### src/rtl/ah_arb_request_agent.sv
// Requester-side agent for the 8-way weighted round-robin arbiter.
// Keeps a saturating pending count per client and presents req = (cnt != 0).
// Consumes the arbiter's registered one-hot grant and reports each accepted
// grant one cycle later as an encoded index with a valid strobe.
// Malformed grants are flagged in sticky error bits.
module ah_arb_request_agent #(
  parameter int N     = 8,
  parameter int IDW   = 3,
  parameter int CNT_W = 4
) (
  input  logic           clk,
  input  logic           rstn,
  input  logic [N-1:0]   post,
  output logic [N-1:0]   req,
  input  logic [N-1:0]   grant,
  output logic           gnt_valid,
  output logic [IDW-1:0] gnt_id,
  output logic [N-1:0]   full,
  input  logic           clr_err,
  output logic [N-1:0]   ovf,
  output logic           err_spur,
  output logic           err_multi
);

  localparam logic [CNT_W-1:0] CNT_MAX = '1;
  localparam logic [N-1:0]     ONE_N   = {{(N-1){1'b0}}, 1'b1};

  logic [CNT_W-1:0] cnt [N];

  logic           g_multi;
  logic           g_one;
  logic [IDW-1:0] g_idx;
  logic           g_accept;
  logic           g_spur;
  logic [N-1:0]   dec;
  logic [N-1:0]   ovf_set;

  // Classify the grant vector and pick out the single granted client.
  // x & (x-1) clears the lowest set bit, so a nonzero result means 2+ bits.
  always_comb begin
    g_multi = |(grant & (grant - ONE_N));
    g_one   = (grant != '0) && !g_multi;
    g_idx   = '0;
    for (int i = 0; i < N; i++) begin
      if (grant[i]) g_idx = IDW'(i);
    end
    g_accept = g_one && (cnt[g_idx] != '0);
    g_spur   = g_one && (cnt[g_idx] == '0);
    dec      = g_accept ? grant : '0;
  end

  // Per-client overflow detect: a post that cannot be absorbed is dropped.
  always_comb begin
    ovf_set = '0;
    for (int i = 0; i < N; i++) begin
      ovf_set[i] = post[i] && !dec[i] && (cnt[i] == CNT_MAX);
    end
  end

  // Saturating pending counters; post and accepted grant together cancel.
  always_ff @(posedge clk or negedge rstn) begin
    if (!rstn) begin
      for (int i = 0; i < N; i++) cnt[i] <= '0;
    end else begin
      for (int i = 0; i < N; i++) begin
        case ({post[i], dec[i]})
          2'b10:   if (cnt[i] != CNT_MAX) cnt[i] <= cnt[i] + 1'b1;
          2'b01:   if (cnt[i] != '0)      cnt[i] <= cnt[i] - 1'b1;
          default: cnt[i] <= cnt[i];
        endcase
      end
    end
  end

  // req and full decode the registered counters only.
  always_comb begin
    req  = '0;
    full = '0;
    for (int i = 0; i < N; i++) begin
      req[i]  = (cnt[i] != '0);
      full[i] = (cnt[i] == CNT_MAX);
    end
  end

  // Grant report: one-cycle pulse per accepted grant; id holds between reports.
  always_ff @(posedge clk or negedge rstn) begin
    if (!rstn) begin
      gnt_valid <= 1'b0;
      gnt_id    <= '0;
    end else begin
      gnt_valid <= g_accept;
      if (g_accept) gnt_id <= g_idx;
    end
  end

  // Sticky error flags; a new set wins over a same-cycle clear.
  always_ff @(posedge clk or negedge rstn) begin
    if (!rstn) begin
      ovf       <= '0;
      err_spur  <= 1'b0;
      err_multi <= 1'b0;
    end else begin
      ovf       <= ovf_set | (ovf & {N{~clr_err}});
      err_spur  <= g_spur | (err_spur & ~clr_err);
      err_multi <= g_multi | (err_multi & ~clr_err);
    end
  end

endmodule

### config.mk
export PLATFORM = sky130hd
export DESIGN_NAME = ah_arb_request_agent
export DESIGN_NICKNAME = d
export VERILOG_FILES = /design/src/rtl/ah_arb_request_agent.sv
export SDC_FILE = /design/constraint.sdc
export NUM_CORES = 1
export LEC_CHECK = 0
export CORE_ASPECT_RATIO = 0.8
export CORE_MARGIN = 5
export CORE_UTILIZATION = 35
export CTS_CLUSTER_SIZE = 28
export DETAILED_ROUTE_END_ITERATION = 10
export GPL_ROUTABILITY_DRIVEN = 0
export REMOVE_ABC_BUFFERS = 1
export SETUP_SLACK_MARGIN = 0.3
export SLEW_MARGIN = 20
export SYNTH_ARGS = -nofsm -noshare
export SYNTH_HDL_FRONTEND = slang
export SYNTH_SLANG_ARGS = --single-unit
### constraint.sdc
create_clock -name clk -period 4.29 [get_ports clk]
set_input_delay 0.429 -clock clk [delete_from_list [all_inputs] [get_ports clk]]
set_output_delay 0.429 -clock clk [all_outputs]
set_load 0.01 [all_outputs]
=== After elaboration in Yosys (flattened, before gate mapping) ===
Index checks and enable logic that the tools add are counted.

* Register bits after elaboration: 46
* Bits in latches: 0
* Bits in writable memories: 0
* Memory bits (read-only): 0
* Input bits: 19
* Output and inout bits: 30
* Logic and storage cells: 179
* Memories: 0

* Add/subtract/negate cells: 17
* Multiply operators: 0
* Div/mod/pow operators: 0
* Magnitude comparators: 1
* Equality and inequality tests: 48
* Shift-type cells: 0
* Mux-type cells: 35
* Bitwise operators: 9
* Reduce and logical (&&, ||, !) cells: 56

{| class="wikitable"
|+ Operators with widths
! kind !! count
|-
| $mux 4 || 18
|-
| $pmux 4 s2 || 8
|-
| $reduce_bool 4->1 || 9
|-
| $add 4x1->4 const B || 8
|-
| $eq 4x4->1 const B || 8
|-
| $ne 2x2->1 const B || 16
|-
| $ne 4x4->1 const B || 8
|-
| $sub 4x1->4 const B || 8
|-
| $reduce_and 3->1 || 8
|-
| $logic_and 1x1->1 || 19
|-
| $and 8x8->8 || 2
|-
| $eq 2x1->1 const B || 8
|-
| $eq 2x2->1 const B || 8
|-
| $reduce_bool 2->1 || 8
|-
| $bmux 4 s3 || 1
|-
| $mux 3 || 4
|-
| $logic_not 1->1 || 9
|-
| $mux 8 || 1
|-
| $or 8x8->8 || 1
|-
| $reduce_bool 8->1 || 1
|-
| $reduce_or 8->1 || 1
|-
| $sub 8x1->8 const B || 1
|-
| $ge 4x4->1 const B || 1
|-
| $logic_not 4->1 || 1
|-
| 6 further kinds || 9
|}

=== Depth between registers and ports, before layout ===
* Word-level depth: 18
* Gate-level depth with buffers: 15
* Mapped depth without buffers: 13

=== Worst setup path before layout ===
Ideal clock, no wire load.

* Path type: register to register
* Start: reg cnt[9] in the netlist's numbering
* End: reg cnt[31] in the netlist's numbering
* Library setup time: 0.123 ns
* Arrival: 3.146 ns
* Required time: 4.167 ns
* Path slack: 1.021 ns
* Stages on the path, launching flop included: 15
* Path buffers: 1
* Clock period less this slack: 3.269 ns
* Path through: dfrtp_1 or4_1 a221oi_2 o21ai_2 a31oi_4 a21oi_1 buf_2 nand3b_1 inv_1 ha_1 a21o_1 a21oi_1 nor2b_1 mux2i_1 xnor2_1

* Longest elaborated chain between the ends: 9
* Elaborated cells on any way between the ends: 13
* Classes of those cells: eq/ne (4); mux (5); reduce/logical (4)

{| class="wikitable"
|+ Ends and longest elaborated chain
! item !! RTL line !! text
|-
| start: declaration || 28 || <nowiki>logic [CNT_W-1:0] cnt [N];</nowiki>
|-
| start signal: indexed assignment || 69 || <nowiki>default: cnt[i] <= cnt[i];</nowiki>
|-
| $bmux 4 s3 * || 47 || <nowiki>g_accept = g_one && (cnt[g_idx] != '0);</nowiki>
|-
| $mux 4 (implied by the code) * (2 in series) || 47 ||
|-
| $reduce_bool 4->1 * || 47 ||
|-
| $logic_and 1x1->1 * || 47 ||
|-
| via g_accept || 33 || <nowiki>logic g_accept;</nowiki>
|-
| $mux 8 * || 49 || <nowiki>dec = g_accept ? grant : '0;</nowiki>
|-
| $eq 2x2->1 / $eq 2x1->1 (equally long branches) || 66 || <nowiki>case ({post[i], dec[i]})</nowiki>
|-
| $ne 2x2->1 (no line) / $reduce_bool 2->1 (equally long branches) || - ||
|-
| $reduce_and 3->1 (no line) || - ||
|}

Mark *: on every way through the listed nets, which the timed path passes. The rest lies on a longest branch. The select of a mux whose other input is x is not followed.
A chain may end at the register's enable or synchronous reset.

=== Worst setup path after layout ===
* Start: in grant[6]
* End: reg cnt[11] in the netlist's numbering

* Longest elaborated chain between the ends: 12
* Elaborated cells on any way between the ends: 22
* Classes of those cells: add/sub (1); eq/ne (4); mux (7); bitwise (2); reduce/logical (8)

{| class="wikitable"
|+ Ends and longest elaborated chain
! item !! RTL line !! text
|-
| start: declaration || 15 || <nowiki>input logic [N-1:0] grant,</nowiki>
|-
| parallel branches: the longest is 7 deep, another holds $sub 8x1->8 || - ||
|-
| $logic_and 1x1->1 * || 47 ||
|-
| $mux 8 * || 49 ||
|-
| $eq 2x2->1 / $eq 2x1->1 (equally long branches) || 66 ||
|-
| $ne 2x2->1 (no line) / $reduce_bool 2->1 (equally long branches) || - ||
|-
| $reduce_and 3->1 (no line) || - ||
|}

Every way passes the cells marked *. The select of a mux whose other input is x is not followed.

==> run metrics <==
CP max stage delay 640 ps; Detail Route Antenna Nets 0; Synth area leaders dfrtp_1 (34%), mux2i_1 (6.8%), ha_1 (5.9%); cell family with most CP delay simple AND/OR/NAND/NOR gates; share of layout cells above drive strength 1 9.74%; Crit path arrival time 3900 ps; CP Cell Sequence clkdlybuf4s50_1 -> or4_1 -> nor2_1 -> a31oi_4 -> a21oi_1 -> buf_4 -> nand3b_1 -> inv_1 -> ha_1 -> a21o_1 -> a21oi_1 -> nor2b_1 -> mux2i_1 -> xnor2_1; Syn Area/Cell 10.2 µm²; DRC errors left 0; critical path startpoint category input port; synthesized cell area 0.00337 mm²; drt pass-1 iters 4; root buffer cell clkbuf_16; CORE AREA 0.00953 mm²; PortBufs 48; clk sinks 46; Final Util 43.4%; vias in the first global route 2,636; Cells after Synth 329; Synth Flop Type dfrtp_1; hold-fix buffers at CTS 0; CTS Buffer Depth 2; outcome finished, final reports clean; Vias per Instance 5.22; largest net degree at the start of global routing 47; Worst-Margin Slew 625 ps; Worst slew margin 57.9%; min cycle time layout 3730 ps; H-tree Lvls 2; initial DRC count 82; multi-input logic area 0.00207 mm²; Finished Cell Area 0.00413 mm²; post-route clock skew 4.67 ps; Synth top area share 34.2%; DP HPWL 6080 µm; RSZ-0062 raised after global routing no; register area 0.00115 mm²; GR Overflow Total 0; nets 423; placed cells 492; Post-Place Worst Slack 189 ps; Worst Path Required 4460 ps; area leader, netlist dfrtp_1; pwr dens 483 mW/mm²; Fin Hold WS 157 ps; GRT Overall Usage 13.6%; critical path buffer and inverter count 3; register area share after synthesis 34.2%; CP max stage cell clkdlybuf4s50_1; Site Rows 32; CP Class input port to flop; period utilization 86.8%; asr flop ratio synth 100%; crit path max fanout 11; Ports 49; Leak 1.85 nW; antenna violations before repair 0; PnR worst setup slack 564 ps; die height 97.7 µm; Die ar. 0.0117 mm²; first-pass GRT wire length 13,100 µm; setup tns final 0 ps; hold crit path type input port to asynchronous set/reset pin; crit end category flop; CTS tree built; CTS buffer count 5; total chip power 1.99 mW; number of synthesized register bits 46; Peak VDD IR 0.220 mV; register clock-pin slew on the reported worst setup and hold paths 70 ps; final WL 7910 µm; Final Instance Count excl. Fillers 499; Hold Fails Final Rpt 0; fillers 942; ANT cells 0; worst skew pair latency 290 ps; Die W 120 µm; Final Max Tran Viols 0; number of max-cap violations 0; Routed wire per std cell 15.8 µm; achievable clock frequency 0.268 GHz; DR vias 2,605; Area Growth Syn to Fin 22.7%; Post-synth EDFFs 0; Netlist cell types 54; Setup Viol. Count Final 0; synth warn 0; Initial Util 35.3%; Critical Path Most Common Cell a21oi_1; placed cell area 0.00399 mm²
synth_stat cells (6+ instances only):
library cell / count
nor3_1: 6
dfrtp_1: 46
fa_1: 8
nor2_1: 17
mux2i_1: 23
a21oi_1: 19
nor2b_1: 12
xnor2_1: 21
inv_1: 31
nand2_1: 22
nand2b_1: 9
a32o_1: 6
ha_1: 16
or4_1: 8
a21o_1: 9
cells in the final DEF (no fill, tap or decap), drive strengths merged, types with 4 or more instances in the layout:
master         synthesis  final
mux2                   9      9
inv                   31     31
nand2                 22     22
nor4                   4      4
mux2i                 24     24
fa                     8      8
buf                    5      5
nor2b                 12     12
a21o                   9      9
xnor2                 21     21
nand3b                 4      4
nor2                  17     17
a22oi                  5      5
or4                   10     10
nand2b                 9      9
clkdlybuf4s50          0     46
o21ai                  4      4
a21oi                 20     20
ha                    16     16
nor3                   6      6
a32o                   6      6
clkbuf                 3      5
dfrtp                 46     46
worst paths after layout:
| kind | slack (ps) | start | cells after the start | endpoint |
|---|---|---|---|---|
| min reg2reg | 490 | ovf[1] | 1 | ovf[1] |
| max reg2reg | 850 | cnt[13] | 14 | cnt[11] |
| min | 160 | rstn | 1 | ovf[0] |
| max | 560 | grant[6] | 14 | cnt[11] |
| max in group asynchronous | 3730 | rstn | 1 | cnt[18] |
| min in group clk | 490 | ovf[1] | 1 | ovf[1] |
timing repair:
action,in CTS,in global routing
resized for setup,0,2
setup endpoints to repair,0,5
buffers inserted,0,0
cell type report:
| class | count | share of cell area, % |
|---|---|---|
| Clock buffer | 5 | 3.03 |
| Clock inverter | 2 | 0.242 |
| Inverter | 32 | 2.91 |
| Multi-Input combinational cell | 243 | 50.0 |
| Sequential cell | 46 | 27.9 |
| Tap cell | 119 | 3.60 |
| Timing Repair Buffer | 52 | 12.4 |
state kept, by name (all words and copies together) (netlist names):
signal	flops
cnt	32
ovf	8
gnt_id	3
err_multi	1
err_spur	1
gnt_valid	1
kinds of logic after synthesis:
kind of cell    share of synthesized area [%]
xor+xnor                                 5.98
mux                                      10.3
simple gates                             15.8
flops                                    34.2
fa+ha+maj                                11.3
compound gates                           17.9
buf+inv                                  4.64
power by group:
group / switching [mW] / leakage (nW) / internal, mW / total, mW
registers: 0.156 / 0.553 / 0.601 / 0.757
logic: 0.403 / 1.23 / 0.455 / 0.859
clock network: 0.168 / 0.0694 / 0.211 / 0.379
routing by layer:
metal | global-route usage [%] | vias to the layer above | wire length [µm]
li1 | - | 1269 | -
met1 | 19.2 | 1290 | 3940
met2 | 21.7 | 41 | 3620
met3 | 3.08 | 5 | 300
met4 | 2.38 | 0 | 45
met5 | 0 | - | 0
Note: power is estimated with default switching activity, not from simulation.
==> edit (config.mk and constraints unchanged) <==
Change the parameter `IDW` from 3 to 2.
--- a/src/rtl/ah_arb_request_agent.sv
+++ b/src/rtl/ah_arb_request_agent.sv
@@ -5,7 +5,7 @@
 // Malformed grants are flagged in sticky error bits.
 module ah_arb_request_agent #(
   parameter int N     = 8,
-  parameter int IDW   = 3,
+  parameter int IDW   = 2,
   parameter int CNT_W = 4
 ) (
   input  logic           clk,
Ports: changed (resized gnt_id); port bits go from 49 to 48. The function was not compared with the original's and may differ.
==> edit against the unedited design <==
Total power up 17%. Largest cell class unchanged. Design area about the same. First-iteration DRC count up 120%. Wire length up 4.0%. Critical endpoint is now cnt[31]. Hold slack worse by 0.021 ns. Area after synthesis down 1.1%. Maximum frequency about the same. Sequential cell count down 1. Final cell count up 4.6%. Worst setup slack worse by 0.0036 ns. Utilization up 1.7 points.
==> edit: results (changes against the unedited design) <==
Sw Share 37.5% (was 36.5%); latest clock arrival within the worst-skew pair 0.29 ns (about the same); commonest register cell after synthesis sky130_fd_sc_hd__dfrtp_1 (unchanged); most instantiated cells after synthesis sky130_fd_sc_hd__dfrtp_1 (45), sky130_fd_sc_hd__inv_1 (38), sky130_fd_sc_hd__a21oi_1 (22) (was sky130_fd_sc_hd__dfrtp_1 (46), sky130_fd_sc_hd__inv_1 (31), sky130_fd_sc_hd__mux2i_1 (23)); share of cells above drive strength 1 7.62% (was 9.74%); routed metal-1 wire length 4.17 mm (was 3.94 mm); initial drt markers 181 (was 82); number of vias per cell 5.52 (was 5.22); number of warnings printed during yosys synthesis 0 (unchanged); average wire per cell in the routed design 15.8 um (about the same); H-tree lvl count 2 (unchanged); nets 449 (was 423); Leakage Power 0.00189 uW (was 0.00185 uW); Total Routing Usage GR 14.4% (was 13.6%); total CTS buffers 5 (unchanged); clk_skew 0.00528 ns (was 0.00467 ns); crit path DAT 3.93 ns (was 3.90 ns); vias in the first global route 2856 (was 2636); post-CTS repair timing setup buffer count 0 (unchanged); area of placed instances 3940 um^2 (was 3990 um^2); antenna cells 0 (unchanged); cell at the slowest stage of the critical path sky130_fd_sc_hd__nor4_1 (was sky130_fd_sc_hd__clkdlybuf4s50_1); largest registers cnt: 32 flops, ovf: 8 flops, gnt_id: 2 flops (was cnt: 32 flops, ovf: 8 flops, gnt_id: 3 flops); number of library cell types mapped by synthesis 57 (was 54); critical-path maximum fanout 8 (was 11); clock-pin slew reported for the worst setup and hold paths after clock tree synthesis 0.06 ns; number of filler cells placed in the layout 883 (was 942); cells taking the most area after synthesis sky130_fd_sc_hd__dfrtp_1 (34%), sky130_fd_sc_hd__ha_1 (6.0%), sky130_fd_sc_hd__mux2i_1 (5.1%) (was sky130_fd_sc_hd__dfrtp_1 (34%), sky130_fd_sc_hd__mux2i_1 (6.8%), sky130_fd_sc_hd__ha_1 (5.9%)); Max Used Layer met4 (unchanged); clock root buffer master sky130_fd_sc_hd__clkbuf_16 (unchanged); Port Buffers 47 (was 48); global-route wire length before repair 13.8 mm (was 13.1 mm); share of the yosys chip area belonging to registers 33.8% (was 34.2%); largest net degree at the start of global routing 46 (was 47); maximum ir drop on the vdd rail 0.199 mV (was 0.220 mV); delay-heaviest family, CP simple AND/OR/NAND/NOR gates (unchanged); total length of routed met3 wires 418 um (was 300 um); slew at the pin closest to its max-slew limit 0.773 ns (was 0.625 ns); Async SR Flop Fraction 100% (unchanged); Initial DRT Pass Iterations 5 (was 4); clock buffer depth 2 (unchanged); Detailed Place HPWL 6.32 mm (was 6.08 mm); worst min-delay path category in2async (unchanged); post-cts repair resize count 0 (unchanged); wire length on met2 3.56 mm (was 3.62 mm); delay of the slowest cell on the worst path 0.62 ns (was 0.64 ns); result of the run finished clean (unchanged); initial antenna violation count 0 (unchanged)
## edit: layout make-up
cell class,instances,share of cell area [%]
Clock inverter,3,1.58
Multi-Input combinational cell,261,48.5
Inverter,39,3.55
Timing Repair Buffer,54,12.6
Tap cell,115,3.48
Clock buffer,5,3.03
Sequential cell,45,27.3
## edit: cell families after synthesis
logic type,count (synthesis),synth area share (%)
adder cells (fa/ha/maj),25,11.1
multiplexers,21,6.54
flip-flops,45,33.8
AO/OA/AOI/OAI,90,19.4
XOR/XNOR,20,5.26
buffers and inverters,50,6.05
AND/OR/NAND/NOR,105,17.8
## edit: power groups by stage
stage	Sequential [uW]	Combinational, uW	Clock, uW
after CTS	779	1060	512
after global placement	778	1020	0
after floorplan	750	724	0
final	779	1050	503
after global routing	807	1180	523
after detailed placement	781	1060	0
## edit: layer usage
layer	global-route usage, %	vias up
li1	-	1405
met1	20.6	1408
met2	21.7	60
met3	3.55	9
met4	3.74	0
met5	0	-
## edit: through the flow
stage               power [uW]  setup slack [ns]  instances  hold slack [ns]  utilization [%]
floorplan                 1470             0.856        345            0.133                -
global placement          1800             0.403        514            0.473             43.0
detailed placement        1840             0.331        514            0.481             43.0
CTS                       2350             0.616        522            0.365             45.1
global route              2510             0.377        522            0.208             45.1
finish                    2330             0.561        522            0.136             45.1
## edit: path summary, 6_finish.rpt
check,startpoint,endpoint,slack (ns),cells past startpoint
min in group clk,cnt[23],cnt[23],0.49,1
max reg2reg,cnt[17],cnt[7],0.97,11
min reg2reg,cnt[23],cnt[23],0.49,1
max,grant[2],cnt[31],0.56,13
max in group asynchronous,rstn,cnt[25],3.75,1
min,rstn,cnt[8],0.14,1
